## src/rtl/fc_mac_engine_if.sv

```systemverilog
// rtl/fc_mac_engine_if.sv - weight ROM, activation buffer and result stream bundle for fc_mac_engine
interface fc_mac_engine_if #(
    parameter int W_ADDR = 9,
    parameter int W_ACT  = 5,
    parameter int DATA_W = 16
);
    logic [W_ADDR-1:0] weight_addr_a;
    logic [W_ADDR-1:0] weight_addr_b;
    logic [DATA_W-1:0] weight_q_a;
    logic [DATA_W-1:0] weight_q_b;
    logic [W_ACT-1:0]  act_addr_a;
    logic [W_ACT-1:0]  act_addr_b;
    logic [DATA_W-1:0] act_q_a;
    logic [DATA_W-1:0] act_q_b;
    logic              out_valid;
    logic              out_ready;
    logic [DATA_W-1:0] out_data;
    logic [W_ADDR-1:0] out_idx;

    modport master (
        output weight_addr_a, weight_addr_b, act_addr_a, act_addr_b,
        input  weight_q_a, weight_q_b, act_q_a, act_q_b,
        output out_valid, out_data, out_idx,
        input  out_ready
    );

    modport slave (
        input  weight_addr_a, weight_addr_b, act_addr_a, act_addr_b,
        output weight_q_a, weight_q_b, act_q_a, act_q_b,
        input  out_valid, out_data, out_idx,
        output out_ready
    );
endinterface

```

## src/rtl/fc_mac_engine.sv

```systemverilog
// rtl/fc_mac_engine.sv - fully-connected layer MAC engine, 2 MACs/cycle; FC_RELU_EN adds ReLU on results
module fc_mac_engine #(
    parameter int N_IN   = 32,
    parameter int N_OUT  = 16,
    parameter int W_ADDR = 9,
    parameter int W_ACT  = 5,
    parameter int DATA_W = 16,
    parameter int FRAC   = 8,
    parameter int ACC_W  = 40
) (
    input  logic            clock,
    input  logic            reset_n,
    input  logic            start,
    output logic            busy,
    output logic            done,
    fc_mac_engine_if.master bus
);
    typedef enum logic [2:0] {
        S_IDLE,
        S_ISSUE,
        S_DRAIN,
        S_OUT,
        S_DONE
    } state_t;

    localparam int PROD_W = 2 * DATA_W;
    localparam logic [W_ACT-1:0]  I_LAST = W_ACT'(N_IN / 2 - 1);
    localparam logic [W_ADDR-1:0] N_LAST = W_ADDR'(N_OUT - 1);
    localparam logic signed [ACC_W-1:0] SAT_MAX = {{(ACC_W-DATA_W+1){1'b0}}, {(DATA_W-1){1'b1}}};
    localparam logic signed [ACC_W-1:0] SAT_MIN = {{(ACC_W-DATA_W+1){1'b1}}, {(DATA_W-1){1'b0}}};

    state_t state, state_next;

    logic [W_ACT-1:0]  i_cnt;
    logic [W_ADDR-1:0] n_cnt;
    logic              drain_cnt;
    logic              q_vld;
    logic              p_vld;
    logic              accept;
    logic              clear_acc;

    logic signed [PROD_W-1:0] mul_a, mul_b;
    logic signed [PROD_W-1:0] p_a, p_b;
    logic signed [ACC_W-1:0]  acc, acc_next, r;
    logic [DATA_W-1:0]        result;

    logic [W_ADDR-1:0] wa, wb;
    logic [W_ACT-1:0]  aa, ab;
    logic [DATA_W-1:0] od;
    logic [W_ADDR-1:0] oi;

    assign bus.weight_addr_a = wa;
    assign bus.weight_addr_b = wb;
    assign bus.act_addr_a    = aa;
    assign bus.act_addr_b    = ab;
    assign bus.out_data      = od;
    assign bus.out_idx       = oi;

    assign accept    = (state == S_OUT) && bus.out_ready;
    assign clear_acc = ((state == S_IDLE) && start) || accept;

    assign mul_a = $signed(bus.weight_q_a) * $signed(bus.act_q_a);
    assign mul_b = $signed(bus.weight_q_b) * $signed(bus.act_q_b);

    always_ff @(posedge clock) begin
        if (!reset_n) begin
            state <= S_IDLE;
        end else begin
            state <= state_next;
        end
    end

    always_comb begin
        state_next    = state;
        busy          = 1'b1;
        done          = 1'b0;
        bus.out_valid = 1'b0;
        case (state)
            S_IDLE: begin
                busy = 1'b0;
                if (start) state_next = S_ISSUE;
            end
            S_ISSUE: begin
                if (i_cnt == I_LAST) state_next = S_DRAIN;
            end
            S_DRAIN: begin
                if (drain_cnt) state_next = S_OUT;
            end
            S_OUT: begin
                bus.out_valid = 1'b1;
                if (bus.out_ready) state_next = (n_cnt == N_LAST) ? S_DONE : S_ISSUE;
            end
            S_DONE: begin
                done       = 1'b1;
                state_next = S_IDLE;
            end
            default: state_next = S_IDLE;
        endcase
    end

    // Neuron boundaries clear the sum; the pipeline is always empty at those points.
    always_comb begin
        acc_next = acc;
        if (clear_acc) begin
            acc_next = '0;
        end else if (p_vld) begin
            acc_next = acc + {{(ACC_W-PROD_W){p_a[PROD_W-1]}}, p_a}
                           + {{(ACC_W-PROD_W){p_b[PROD_W-1]}}, p_b};
        end
    end

    // Result is taken from acc_next so the final pair lands in the same edge that enters OUT.
    always_comb begin
        r = acc_next >>> FRAC;
        if (r > SAT_MAX) begin
            result = {1'b0, {(DATA_W-1){1'b1}}};
        end else if (r < SAT_MIN) begin
            result = {1'b1, {(DATA_W-1){1'b0}}};
        end else begin
            result = r[DATA_W-1:0];
        end
`ifdef FC_RELU_EN
        if (result[DATA_W-1]) result = '0;
`else
`endif
    end

    always_ff @(posedge clock) begin
        if (!reset_n) begin
            i_cnt     <= '0;
            n_cnt     <= '0;
            drain_cnt <= 1'b0;
            q_vld     <= 1'b0;
            p_vld     <= 1'b0;
            p_a       <= '0;
            p_b       <= '0;
            acc       <= '0;
            wa        <= '0;
            wb        <= '0;
            aa        <= '0;
            ab        <= '0;
            od        <= '0;
            oi        <= '0;
        end else begin
            q_vld <= (state == S_ISSUE);
            p_vld <= q_vld;
            acc   <= acc_next;
            if (q_vld) begin
                p_a <= mul_a;
                p_b <= mul_b;
            end
            case (state)
                S_IDLE: begin
                    if (start) begin
                        i_cnt     <= '0;
                        n_cnt     <= '0;
                        drain_cnt <= 1'b0;
                        wa        <= '0;
                        wb        <= W_ADDR'(1);
                        aa        <= '0;
                        ab        <= W_ACT'(1);
                    end
                end
                S_ISSUE: begin
                    drain_cnt <= 1'b0;
                    if (i_cnt != I_LAST) begin
                        i_cnt <= i_cnt + 1'b1;
                        wa    <= wa + W_ADDR'(2);
                        wb    <= wb + W_ADDR'(2);
                        aa    <= aa + W_ACT'(2);
                        ab    <= ab + W_ACT'(2);
                    end
                end
                S_DRAIN: begin
                    drain_cnt <= ~drain_cnt;
                    if (drain_cnt) begin
                        od <= result;
                        oi <= n_cnt;
                    end
                end
                S_OUT: begin
                    // Weight rows are contiguous, so the next neuron base is last address + 2.
                    if (bus.out_ready && (n_cnt != N_LAST)) begin
                        n_cnt <= n_cnt + 1'b1;
                        i_cnt <= '0;
                        wa    <= wa + W_ADDR'(2);
                        wb    <= wb + W_ADDR'(2);
                        aa    <= '0;
                        ab    <= W_ACT'(1);
                    end
                end
                default: ;
            endcase
        end
    end
endmodule

```

## src/flat_wrapper.sv

```systemverilog
// flat-port wrapper written by rule: the top's interface ports become plain ports
module fc_mac_engine_flat 
#(
    parameter int N_IN   = 32,
    parameter int N_OUT  = 16,
    parameter int W_ADDR = 9,
    parameter int W_ACT  = 5,
    parameter int DATA_W = 16,
    parameter int FRAC   = 8,
    parameter int ACC_W  = 40
)
  (clock, reset_n, start, busy, done, bus_weight_addr_a, bus_weight_addr_b, bus_act_addr_a, bus_act_addr_b, bus_weight_q_a, bus_weight_q_b, bus_act_q_a, bus_act_q_b, bus_out_valid, bus_out_data, bus_out_idx, bus_out_ready);
  fc_mac_engine_if #(.W_ADDR(W_ADDR), .W_ACT(W_ACT), .DATA_W(DATA_W)) bus_i ();
  input  logic clock;
  input  logic reset_n;
  input  logic start;
  output logic busy;
  output logic done;
  output wire logic [$bits(bus_i.weight_addr_a)-1:0] bus_weight_addr_a;
  output wire logic [$bits(bus_i.weight_addr_b)-1:0] bus_weight_addr_b;
  output wire logic [$bits(bus_i.act_addr_a)-1:0] bus_act_addr_a;
  output wire logic [$bits(bus_i.act_addr_b)-1:0] bus_act_addr_b;
  input wire logic [$bits(bus_i.weight_q_a)-1:0] bus_weight_q_a;
  input wire logic [$bits(bus_i.weight_q_b)-1:0] bus_weight_q_b;
  input wire logic [$bits(bus_i.act_q_a)-1:0] bus_act_q_a;
  input wire logic [$bits(bus_i.act_q_b)-1:0] bus_act_q_b;
  output wire logic [$bits(bus_i.out_valid)-1:0] bus_out_valid;
  output wire logic [$bits(bus_i.out_data)-1:0] bus_out_data;
  output wire logic [$bits(bus_i.out_idx)-1:0] bus_out_idx;
  input wire logic [$bits(bus_i.out_ready)-1:0] bus_out_ready;
  assign bus_weight_addr_a = bus_i.weight_addr_a;
  assign bus_weight_addr_b = bus_i.weight_addr_b;
  assign bus_act_addr_a = bus_i.act_addr_a;
  assign bus_act_addr_b = bus_i.act_addr_b;
  assign bus_i.weight_q_a = bus_weight_q_a;
  assign bus_i.weight_q_b = bus_weight_q_b;
  assign bus_i.act_q_a = bus_act_q_a;
  assign bus_i.act_q_b = bus_act_q_b;
  assign bus_out_valid = bus_i.out_valid;
  assign bus_out_data = bus_i.out_data;
  assign bus_out_idx = bus_i.out_idx;
  assign bus_i.out_ready = bus_out_ready;
  fc_mac_engine #(.N_IN(N_IN), .N_OUT(N_OUT), .W_ADDR(W_ADDR), .W_ACT(W_ACT), .DATA_W(DATA_W), .FRAC(FRAC), .ACC_W(ACC_W)) u_core (.clock(clock), .reset_n(reset_n), .start(start), .busy(busy), .done(done), .bus(bus_i));
endmodule
```

## config.mk

```make
export PLATFORM = sky130hd
export DESIGN_NAME = fc_mac_engine_flat
export DESIGN_NICKNAME = d
export VERILOG_FILES = /design/src/rtl/fc_mac_engine_if.sv /design/src/rtl/fc_mac_engine.sv /design/src/flat_wrapper.sv
export SDC_FILE = /design/constraint.sdc
export NUM_CORES = 2
export LEC_CHECK = 0
export CAP_MARGIN = 15
export CORE_ASPECT_RATIO = 0.75
export CORE_UTILIZATION = 45
export CTS_BUF_LIST = sky130_fd_sc_hd__clkbuf_4
export DETAILED_ROUTE_END_ITERATION = 6
export SKIP_CTS_REPAIR_TIMING = 1
export SYNTH_ARGS = -nofsm -noshare
export SYNTH_HDL_FRONTEND = slang
export SYNTH_SLANG_ARGS = --single-unit
export TNS_END_PERCENT = 20
```

## constraint.sdc

```tcl
create_clock -name clock -period 15.93 [get_ports clock]
set_clock_uncertainty 0.15 [all_clocks]
set_input_delay 3.186 -clock clock [delete_from_list [all_inputs] [get_ports clock]]
set_output_delay 3.186 -clock clock [all_outputs]
set_load 0.01 [all_outputs]
```

* After elaboration in Yosys (flattened, before gate mapping)
Index checks and enable logic that the tools add are counted.
** Cells by class
- Reduce and logical (&&, ||, !) cells :: 14
- $lt $le $gt $ge :: 2
- Add/sub/neg operators :: 8
- Bitwise operators :: 2
- Equal/unequal tests :: 14
- Mux-type cells :: 35
- Multiply operators :: 2
** Operators by type and width (number)
- 40-bit adder :: 2
- 40-bit 2-to-1 mux :: 2
- 16-bit by 16-bit multiplier with 32-bit output :: 2
- 9-bit 2-to-1 mux :: 7
- 9-bit case mux with 3 select lines :: 2
- 5-bit case mux with 3 select lines :: 3
- 5-bit 2-to-1 mux :: 7
- 32-bit by 16-bit > comparator with 1-bit output (second input constant) :: 1
- 32-bit by 16-bit less-than comparator with 1-bit output (second input constant) :: 1
- 16-bit 2-to-1 mux :: 2
- 9-bit by 2-bit adder with 9-bit output (second input constant) :: 2
- 9-bit case mux with 2 select lines :: 1
- 3-bit 2-to-1 mux :: 5
- 3-bit case mux with 4 select lines :: 1
- 5-bit by 2-bit adder with 5-bit output (second input constant) :: 2
- 9-bit by 1-bit adder with 9-bit output (second input constant) :: 1
- 9-bit by 4-bit equality test with 1-bit output (second input constant) :: 1
- 9-bit by 4-bit != test with 1-bit output (second input constant) :: 1
- 2-bit != test (second input constant) :: 4
- 4-bit AND reduction :: 2
- 3-bit by 2-bit equality test with 1-bit output (second input constant) :: 2
- 3-bit nonzero test :: 2
- 5-bit by 1-bit adder with 5-bit output (second input constant) :: 1
- 5-bit by 4-bit equality test with 1-bit output (second input constant) :: 1
- other kinds (14) :: 22
** Storage, ports and cells
- Output and inout port bits :: 56
- Register bits :: 177
- Input bits :: 68

* Logic depth before layout (Yosys ltp)
- Depth after elaboration :: 7
- Gate-level depth with buffers :: 27

* Least setup slack after synthesis
Ideal clock, no wire load.
- Path type :: input to register
- From :: input port bus_weight_q_b[10]
- To :: register u_core.p_b[31]
- Library setup time :: 0.120 ns
- Arrival time :: 9.100 ns
- Data required time :: 15.660 ns
- Setup slack :: 6.560 ns
- Stages on the path :: 24
- Cells stage by stage :: clkbuf_1 -> nand2_1 -> fa_1 -> fa_1 -> inv_1 -> fa_1 -> inv_1 -> fa_1 -> fa_1 -> fa_1 -> inv_1 -> ha_1 -> a21o_1 -> a21oi_1 -> nor2_1 -> a211oi_1 -> a211oi_1 -> or3b_2 -> a41oi_1 -> a21oi_1 -> a21o_1 -> a21oi_1 -> or3_1 -> nand3_1
** Between the ends
- Cells in the longest elaborated chain, start to end :: 1
** Ends and longest elaborated chain
- start, declared :: RTL line flat_wrapper.sv:24 : input wire logic [$bits(bus_i.weight_q_b)-1:0] bus_weight_q_b;
- 16-bit by 16-bit multiplier with 32-bit output :: RTL line fc_mac_engine.sv:63 : assign mul_b = $signed(bus.weight_q_b) * $signed(bus.act_q_b);
- end signal, assigned :: RTL line fc_mac_engine.sv:150 : p_b <= mul_b;
- end, declared :: RTL line fc_mac_engine.sv:43 : logic signed [PROD_W-1:0] p_a, p_b;
No other way between the ends.
A chain may end at the register's enable or synchronous reset.

* Worst setup path in the final report
Ends and elaborated chain as after synthesis.

==> impl_metrics.json <==
{
  "yosysTopAreaCell": "fa_1",
  "io_pins": 124,
  "gp_congestion": 0.903,
  "async_flop_share_pct": 0,
  "synth_edf_count": 0,
  "io_buffers": 121,
  "yosysTopAreaCellShare_pct": 38.7,
  "dp.cells": 4130,
  "cp_top_family": "adder cells",
  "fp-row-count": 80,
  "grt_max_degree": 65,
  "antenna_found_initial": 1,
  "synthFlopType": "dfxtp_1",
  "routed_wl_um": 72400,
  "ant_nets": 0,
  "cap_viol_max_count": 0,
  "yosysMostFrequentCell": "inv_1",
  "avgSynthCellArea_sq_um": 8.95,
  "worst-slew-pin-transition_ns": 1.02,
  "cp.arrival_ns": 10.69,
  "timing.fmax_mhz": 96.9,
  "yosysSeqAreaShare_pct": 12.0,
  "grt_pass1_vias": 22412,
  "cts_made_buffers": 17,
  "yosys_register_bits": 175,
  "grt_use_total_pct": 22.8,
  "cp_common_cell": "fa_1",
  "cts_max_level": 4,
  "cts_tree": "yes",
  "period_minus_slack_ns": 10.32,
  "ys_types": 72,
  "relSlewSlack_pct": 31.9,
  "nets": 4129,
  "report.final.slew_viol_count": 0,
  "cts.sinks": 175,
  "multi_input_area_sq_um": 22900,
  "tns_ns": 0,
  "rsz0062_at_grt": "false",
  "synthCells": 3261,
  "final_cells": 4163,
  "cp_num_buf_inv": 4,
  "die_w_um": 296,
  "cts_buffer_depth": 2,
  "hold_class": "reg -> reg",
  "setup_viol": 0,
  "cp_max_fo": 16,
  "drc": 0,
  "synthTopCellsByArea": "fa_1 39%, dfxtp_1 12%, ha_1 9.0%",
  "grt_pass1_wl_um": 120000,
  "netlist_area_sq_um": 29200,
  "via_per_inst": 5.22,
  "synth_common_cells": "617 x inv_1, 564 x fa_1, 354 x nand2_1, 258 x and2_1, 221 x nor2_1",
  "status": "complete, no violations",
  "grt_overflow_total": 0,
  "die_y_um": 223,
  "final_cell_area_sq_um": 31400,
  "period_share_pct": 64.8,
  "wl_per_cell_um": 17.4,
  "place_area_sq_um": 31100,
  "cts_root_buffer": "clkbuf_4",
  "drive_gt1_share_pct": 2.36,
  "critPathMaxStageDelay_ns": 0.98,
  "num_vias": 21737,
  "n_fill_cell": 6191,
  "hold_viol_final": 0,
  "cp-start-kind": "input pin",
  "path_cells": "clkdlybuf4s50_1 -> nand2_1 -> fa_1 -> fa_1 -> inv_1 -> fa_1 -> inv_1 -> fa_1 -> fa_1 -> fa_1 -> inv_1 -> ha_1 -> a21o_1 -> a21oi_1 -> nor2_1 -> a211oi_1 -> a211oi_1 -> or3b_2 -> a41oi_1 -> a21oi_1 -> a21o_1 -> a21oi_1 -> or3_1 -> nand3_1",
  "required_ns": 16.31,
  "ff_latch_area_sq_um": 3510,
  "critPathKind": "in -> reg",
  "core_area_sq_um": 63900,
  "path_clk_slew_ns": 0.19,
  "start_util_pct": 45.7,
  "slowest_stage": "clkdlybuf4s50_1",
  "initialDrtViolationCount": 1432,
  "firstDrtPassIters": 5,
  "synth_warnings": 0,
  "endpoint_kind": "register",
  "syn_to_final_growth_pct": 7.60,
  "clkLatencyLatePin_ns": 0.61,
  "dp_hpwl_um": 60200,
  "die_area_sq_um": 65900
}
-- worst reg2reg max path: stages (launching register included) --
cell      delay (ns)
dfxtp_1         0.37
inv_1           0.06
fa_1            0.42
inv_1           0.08
ha_1            0.20
inv_1           0.07
fa_1            0.46
nand2b_1        0.18
a21oi_1         0.31
o21a_4          0.23
a211oi_4        0.09
a311oi_1        0.58
mux2i_1         0.26
o211ai_1        0.23
or4b_1          0.54
nor4_1          0.59
a31oi_2         0.50
o21ai_0         0.29
-- registers in the layout (all words and copies together), names as in the netlist --
signal	cells
u_core.state	3
u_core.acc	40
u_core.p_b	32
u_core.bus.weight_addr_b	9
u_core.p_vld	1
u_core.q_vld	1
u_core.bus.out_data	16
u_core.n_cnt	9
u_core.bus.weight_addr_a	8
u_core.bus.out_idx	9
u_core.bus.act_addr_a	4
u_core.i_cnt	5
u_core.bus.act_addr_b	5
u_core.drain_cnt	1
u_core.p_a	32
-- layout make-up --
class	count	share of cell area, %
inverters	618	7.39
well taps	861	3.43
flip-flops and latches	175	11.2
repair buffers	130	4.07
multi-input cells	2346	72.9
clock inverters	14	0.590
clock buffers	18	0.430
diodes	1	0.00797
-- per-stage QoR --
stage               util (%)  hold slack [ns]  setup slack (ns)
floorplan                  -            0.291              6.56
global placement        48.7            0.287              5.14
detailed placement      48.7            0.292              5.08
CTS                     49.2            0.321              5.75
global route            49.2            0.335              5.32
finish                  49.2            0.318              5.61
-- path summary, 6_finish.rpt --
| kind | endpoint | cells past startpoint | slack [ns] | startpoint |
|---|---|---|---|---|
| hold / removal | u_core.bus.out_idx[1]$_SDFFE_PN0P_ | 2 | 0.32 | u_core.bus.out_idx[1]$_SDFFE_PN0P_ |
| setup / recovery | u_core.p_b[31]$_SDFFE_PN0P_ | 24 | 5.61 | bus_weight_q_b[10] |
| hold reg to reg | u_core.bus.out_idx[1]$_SDFFE_PN0P_ | 2 | 0.32 | u_core.bus.out_idx[1]$_SDFFE_PN0P_ |
| setup reg to reg | u_core.bus.out_data[9]$_SDFFE_PN0P_ | 17 | 10.24 | u_core.acc[0]$_SDFFE_PP0P_ |
-- routing by layer --
metal	track usage [%]	wire, um	vias to the layer above
met5	0	0	-
met4	2.13	400	0
met3	2.18	4120	39
met2	33.3	30600	621
met1	37.3	37200	10940
li1	-	-	10137
-- kinds of logic after synthesis --
logic type	count (synthesis)	share of synthesized area, %
AO/OA/AOI/OAI	353	7.76
XOR/XNOR	124	3.72
adder cells (fa/ha/maj)	773	47.6
buffers and inverters	741	9.59
flip-flops	175	12.0
multiplexers	72	2.49
other	1	0.0128
AND/OR/NAND/NOR	1022	16.8
-- cell usage in the layout, fill, tap and decap left out, types with 9 or more instances in the layout --
cell type | synthesis | layout
nand2b_1 | 15 | 15
nand3_1 | 43 | 43
ha_1 | 209 | 209
o21ai_0 | 63 | 63
nand2_1 | 354 | 354
nor3_1 | 37 | 37
xnor2_1 | 74 | 74
clkbuf_4 | 0 | 18
o211ai_1 | 14 | 14
a21oi_1 | 124 | 123
nand4_1 | 28 | 28
a31oi_1 | 15 | 14
a211oi_1 | 13 | 13
or3_1 | 11 | 11
buf_4 | 2 | 9
and2_1 | 258 | 258
nor2_1 | 221 | 221
and3_1 | 10 | 10
mux2i_1 | 68 | 68
xor2_1 | 50 | 50
fa_1 | 564 | 564
o21ai_2 | 10 | 10
nor2b_1 | 12 | 12
inv_1 | 617 | 616
dfxtp_1 | 175 | 173
a21o_1 | 51 | 51
clkdlybuf4s50_1 | 0 | 121
o21bai_1 | 10 | 10
Power is not shown: default switching activity piles up to over one toggle a cycle in this logic, so the estimate is an artifact.
